<file path="src/rtl/tdm_demux_pkg.sv">
// Shared constants, state type and helpers for the 1:16 TDM demultiplexer.
package tdm_demux_pkg;

  localparam int NUM_CH = 16;
  localparam int SEL_W  = 4;

  localparam logic [SEL_W-1:0] LAST_CH = SEL_W'(NUM_CH - 1);

  typedef enum logic {
    HUNT   = 1'b0,
    LOCKED = 1'b1
  } state_t;

  // Bit offset of channel k inside a packed frame of w-bit words.
  function automatic int ch_offset(input int k, input int w);
    return k * w;
  endfunction

endpackage

</file>
<file path="src/rtl/demux_dec_4to16.sv">
// Combinational select-plus-enable to one-hot decoder for channel write enables.
module demux_dec_4to16
  import tdm_demux_pkg::*;
(
  input  logic [SEL_W-1:0]  sel,
  input  logic              en,
  output logic [NUM_CH-1:0] onehot
);

  always_comb begin
    onehot = '0;
    if (en) onehot[sel] = 1'b1;
  end

endmodule

</file>
<file path="src/rtl/tdm_demux_1to16.sv">
// Receive side of the 16:1 TDM path: rebuilds frames from a serial word stream
// and double-buffers them. Define TDM_DEMUX_STATS_EN for the err_count/err_clr ports.
module tdm_demux_1to16
  import tdm_demux_pkg::*;
#(
  parameter int W = 1
) (
  input  logic                clk,
  input  logic                rst_n,
  input  logic                in_valid,
  output logic                in_ready,
  input  logic [W-1:0]        in_data,
  input  logic                in_sof,
  output logic                frame_valid,
  input  logic                frame_ready,
  output logic [NUM_CH*W-1:0] frame_data,
  output logic [NUM_CH-1:0]   ch_strobe,
  output logic                locked,
  output logic                sync_err
`ifdef TDM_DEMUX_STATS_EN
  ,
  output logic [7:0]          err_count,
  input  logic                err_clr
`endif
);

  localparam int FRAME_W = NUM_CH * W;

  state_t             state;
  logic [SEL_W-1:0]   count;
  logic               held;
  logic [FRAME_W-1:0] working;
  logic [FRAME_W-1:0] working_next;

  logic             xfer;
  logic             at_ch0;
  logic             early_sof;
  logic             missing_sof;
  logic             err_det;
  logic             wr_en;
  logic [SEL_W-1:0] wr_sel;
  logic             frame_done;
  logic             drain;
  logic             out_free;

  // A held frame occupies the working buffer, so input stalls until it moves out.
  assign in_ready = !held;

  assign xfer        = in_valid && in_ready;
  assign at_ch0      = (count == '0);
  assign early_sof   = (state == LOCKED) && xfer && in_sof && !at_ch0;
  assign missing_sof = (state == LOCKED) && xfer && !in_sof && at_ch0;
  assign err_det     = early_sof || missing_sof;

  // An sof word always lands in channel 0, whether it locks, continues or restarts alignment.
  assign wr_en      = rst_n && xfer && (in_sof || ((state == LOCKED) && !at_ch0));
  assign wr_sel     = in_sof ? '0 : count;
  assign frame_done = wr_en && (wr_sel == LAST_CH);

  assign drain    = frame_valid && frame_ready;
  assign out_free = !frame_valid || frame_ready;

  demux_dec_4to16 u_dec (
    .sel    (wr_sel),
    .en     (wr_en),
    .onehot (ch_strobe)
  );

  always_comb begin
    working_next = err_det ? '0 : working;
    for (int k = 0; k < NUM_CH; k++) begin
      if (ch_strobe[k]) working_next[ch_offset(k, W) +: W] = in_data;
    end
  end

  always_ff @(posedge clk or negedge rst_n) begin
    if (!rst_n) working <= '0;
    else        working <= working_next;
  end

  always_ff @(posedge clk or negedge rst_n) begin
    if (!rst_n) begin
      state       <= HUNT;
      count       <= '0;
      locked      <= 1'b0;
      sync_err    <= 1'b0;
      held        <= 1'b0;
      frame_valid <= 1'b0;
      frame_data  <= '0;
    end else begin
      sync_err <= err_det;

      if (xfer) begin
        unique case (state)
          HUNT: begin
            if (in_sof) begin
              state  <= LOCKED;
              locked <= 1'b1;
              count  <= SEL_W'(1);
            end
          end
          LOCKED: begin
            if (missing_sof) begin
              state  <= HUNT;
              locked <= 1'b0;
              count  <= '0;
            end else if (in_sof) begin
              count <= SEL_W'(1);
            end else begin
              count <= count + 1'b1;
            end
          end
          default: begin
            state  <= HUNT;
            locked <= 1'b0;
            count  <= '0;
          end
        endcase
      end

      // The output buffer is refilled in the same edge it drains, so valid never dips.
      if (held) begin
        if (drain) begin
          frame_data <= working;
          held       <= 1'b0;
        end
      end else if (frame_done) begin
        if (out_free) begin
          frame_data  <= working_next;
          frame_valid <= 1'b1;
        end else begin
          held <= 1'b1;
        end
      end else if (drain) begin
        frame_valid <= 1'b0;
      end
    end
  end

`ifdef TDM_DEMUX_STATS_EN
  always_ff @(posedge clk or negedge rst_n) begin
    if (!rst_n)                        err_count <= '0;
    else if (err_clr)                  err_count <= '0;
    else if (err_det && err_count != 8'hFF) err_count <= err_count + 8'd1;
  end
`endif

endmodule
</file>
<file path="config.mk">
export PLATFORM = sky130hd
export DESIGN_NAME = tdm_demux_1to16
export DESIGN_NICKNAME = d
export VERILOG_FILES = /design/src/rtl/tdm_demux_pkg.sv /design/src/rtl/demux_dec_4to16.sv /design/src/rtl/tdm_demux_1to16.sv
export SDC_FILE = /design/constraint.sdc
export NUM_CORES = 1
export LEC_CHECK = 0
export CORE_MARGIN = 10
export CORE_UTILIZATION = 50
export DETAILED_ROUTE_END_ITERATION = 12
export GPL_ROUTABILITY_DRIVEN = 0
export PLACE_DENSITY = 0.81
export SLEW_MARGIN = 30
export SYNTH_ARGS = -nofsm -noshare
export SYNTH_HDL_FRONTEND = slang
export SYNTH_HIERARCHICAL = 1
export SYNTH_SLANG_ARGS = --single-unit
</file>
<file path="constraint.sdc">
create_clock -name clk -period 4 [get_ports clk]
set_clock_uncertainty 0.2 [all_clocks]
set_input_delay 0.8 -clock clk [delete_from_list [all_inputs] [get_ports clk]]
set_output_delay 0.8 -clock clk [all_outputs]
set_load 0.005 [all_outputs]
</file>
==> results of run 1 <==
==> worst min-delay path by stage <==
| stage | from | to | slack (ps) | cells after the start |
|---|---|---|---|---|
| finish | locked$_DFFE_PN0P_ | locked$_DFFE_PN0P_ | 330 | 1 |
| global route | locked$_DFFE_PN0P_ | locked$_DFFE_PN0P_ | 360 | 1 |
| CTS | locked$_DFFE_PN0P_ | locked$_DFFE_PN0P_ | 330 | 1 |
| detailed placement | locked$_DFFE_PN0P_ | locked$_DFFE_PN0P_ | 310 | 1 |
| global placement | locked$_DFFE_PN0P_ | locked$_DFFE_PN0P_ | 300 | 1 |
| floorplan | count[0]$_DFFE_PN0P_ | count[0]$_DFFE_PN0P_ | 290 | 2 |
==> layout by cell type (no fill, tap or decap), types with 2 or more instances in the layout <==
| cell type | synthesis | routed |
|---|---|---|
| dfrtp_1 | 41 | 41 |
| clkdlybuf4s50_1 | 0 | 40 |
| inv_1 | 34 | 34 |
| nand2_1 | 31 | 31 |
| nor2_1 | 22 | 19 |
| o22ai_1 | 17 | 17 |
| nor2b_1 | 14 | 14 |
| o22a_1 | 13 | 13 |
| buf_4 | 1 | 12 |
| o21ai_0 | 8 | 8 |
| a21boi_1 | 7 | 7 |
| nand3b_1 | 6 | 6 |
| a221oi_2 | 6 | 6 |
| a221oi_1 | 6 | 6 |
| clkbuf_8 | 1 | 6 |
| a21boi_0 | 5 | 5 |
| a31oi_1 | 5 | 5 |
| nor2_2 | 1 | 4 |
| nand2b_1 | 4 | 4 |
| a221o_1 | 4 | 4 |
| a21oi_1 | 3 | 3 |
| nand3_1 | 3 | 3 |
| nor3_1 | 3 | 3 |
| ha_1 | 2 | 2 |
==> per-stage QoR <==
stage | power (mW) | hold WS (ps)
4_1_cts | 1.02 | 332
3_3_place_gp | 0.717 | 300
2_1_floorplan | 0.650 | 287
3_5_place_dp | 0.721 | 313
6_report | 1.01 | 325
5_1_grt | 1.07 | 360
==> critical path: cells and delay by family <==
kind                   cells  cell delay, ps
and+or+nand+nor            5            1050
buffers and inverters      2            1020
==> power groups by stage <==
stage	Clock, mW	Sequential (mW)	Combinational, mW
after global placement	0	0.487	0.230
after CTS	0.302	0.480	0.234
after floorplan	0	0.475	0.175
after global routing	0.320	0.489	0.265
final	0.296	0.481	0.234
after detailed placement	0	0.489	0.232
==> cell families after synthesis <==
family	after synthesis	share of synthesized area
AND/OR/NAND/NOR	93	0.201
buffers and inverters	48	0.0890
AO/OA/AOI/OAI	78	0.263
flip-flops	41	0.427
multiplexers	1	0.00937
adder cells (fa/ha/maj)	2	0.0104
==> flip-flops by register name, indices dropped and copies added (netlist names) <==
signal / flops
locked: 1
state: 1
working: 16
held: 1
count: 4
frame_data: 16
sync_err: 1
frame_valid: 1
==> routing by layer <==
metal | track usage | wire [µm] | vias up
li1 | - | - | 1021
met1 | 0.227 | 2800 | 1038
met2 | 0.269 | 2940 | 77
met3 | 0.0574 | 542 | 8
met4 | 0.0419 | 62 | 0
met5 | 0 | 0 | -
==> layout make-up <==
cell class              instances  area share
clock buffers                   6      0.0277
well taps                      54      0.0226
repair buffers                 53       0.166
multi-input cells             174       0.392
inverters                      34      0.0428
clock inverters                 2     0.00461
flip-flops and latches         41       0.344
==> timing repair <==
action	in CTS	in global routing
hold endpoints to repair	0	0
gates resized for setup	0	3
setup endpoints to repair	0	8
==> results by group, run 1 <==
Floorplanning
  – Core Footprint: 4690 µm²
  – Site Rows: 25
  – Starting density of the core: 0.512
  – Total I/O pin count: 42
  – Die area: 7980 µm²
  – Die Y: 89.3 µm
  – Chip Width: 89.3 µm

Drt
  – Post-route DRC: 0
  – Vias per inst: 5.89
  – Total vias in the final route: 2144
  – Detailed Route WL: 6.35 mm
  – WL per Instance: 17.4 µm
  – 1st-pass router iterations: 4
  – DRT antenna net count: 0
  – Starting DRT DRC Count: 202

Global routing
  – First-pass GRT wire length: 10.9 mm
  – Largest net degree at the start of global routing: 43
  – Vias in the first global route: 2180
  – Initial antenna violation count: 0
  – GR Util All Layers: 0.173
  – Congestion Overflow GR: 0

Final layout
  – Final core area utilization: 0.636
  – Register area: 1030 µm²
  – Finished Layout Cells: 364
  – Share of cells above drive strength 1: 0.123
  – Fillers: 402
  – Multi-input logic area: 1170 µm²
  – Nets: 317
  – Design area: 2980 µm²
  – Area growth syn-to-layout: 24.2%
  – Diodes inserted: 0

Job
  – # Max-Cap Violations: 0

Placed design
  – Placed instance area: 2880 µm²
  – Pre-CTS WS: 54.3 ps
  – Dpl cells: 356
  – HPWL after DPL: 4.32 mm
  – PortBufs: 41

Worst setup path
  – Crit path cell chain: clkdlybuf4s50_1, nor2b_1, nand2_1, nor2_2, or3b_4, nor2_1, clkdlybuf4s50_1
  – Setup crit start kind: primary input
  – RR Startpoint: count[0]$_DFFE_PN0P_
  – Crit path max fanout: 4
  – CP arrival: 2880 ps
  – Reg2reg path depth: 11
  – Critical R2R Capture: frame_data[3]$_DFFE_PN0P_
  – Top cell by count, worst path: clkdlybuf4s50_1
  – Worst Setup End Kind: output port
  – Worst reg2reg setup slack: 1260 ps
  – Kind of critical path: in2out
  – Worst setup path end: ch_strobe[3]
  – Critical path startpoint: in_valid
  – Critical Path RT: 3000 ps
  – Max incr delay on CP: 550 ps
  – Worst path slowest cell: clkdlybuf4s50_1

Pwr
  – Comb pwr share: 0.231
  – Max IR drop VDD: 0.000170 V
  – Clk pwr share: 0.293
  – Power Density: 339 nW/µm²
  – Psw: 0.319 mW
  – Flop pwr share: 0.476
  – Lkg Pwr: 1.39 nW
  – Net Sw Frac: 0.315
  – P_int: 0.692 mW

Yosys
  – Synth unique cells: 40
  – Sequential area share after synthesis: 0.427
  – Top_reg_cell synth: dfrtp_1
  – Synthesized area per cell: 9.14 µm²
  – Synth warn: 6
  – Number of synthesized flops with an enable pin: 0
  – Ranking of synthesized cells by area: dfrtp_1 (43%), inv_1 (5.3%), nand2_1 (4.8%)
  – Cells after synthesis: 263
  – Most frequent cells after synthesis: dfrtp_1 (41), inv_1 (34), nand2_1 (31), nor2_1 (22), o22ai_1 (17)
  – Post-synth top area cell: dfrtp_1
  – Flops & latches, synth: 41
  – Syn Nets: 271
  – Most numerous cell in the Yosys netlist: dfrtp_1
  – Asr flop ratio synth: 1.00
  – Post-synthesis instance area: 2400 µm²
  – Post-synth top area share: 0.427

Timing
  – Final Hold Fails: 0
  – Setup violators final: 0
  – Final min period: 3880 ps
  – Fmax: 258 MHz
  – Final period utilization: 0.970
  – Worst slew margin: 0.493
  – Setup_tns: 0 ps
  – Unrepaired setup endpoints after global routing: no
  – Final Max Tran Viols: 0
  – Least-Margin Pin Slew: 760 ps
  – Final worst setup slack: 119 ps

Run status
  – Status: completed

Clock network
  – CTS root buffer: clkbuf_8
  – Clock sink total: 41
  – Clock Latency Late Sink: 300 ps
  – # H-tree levels: 2
  – CTS tree: yes
  – Num CTS Buffers: 5
  – Max clock buf depth: 2
  – Postcts setup bufs: 0
  – CTS clk-pin slew, worst paths: 80 ps
  – Cts hold-fix bufs: 0

Min path
  – HP Class: reg2reg
Note: power is estimated with default switching activity, not from simulation.
==> run 2, diff against run 1 <==
SLEW_MARGIN = 10   (was 30)
==> results of run 2 <==
No change in the layout: final DEF, timing and power equal those of run 1.
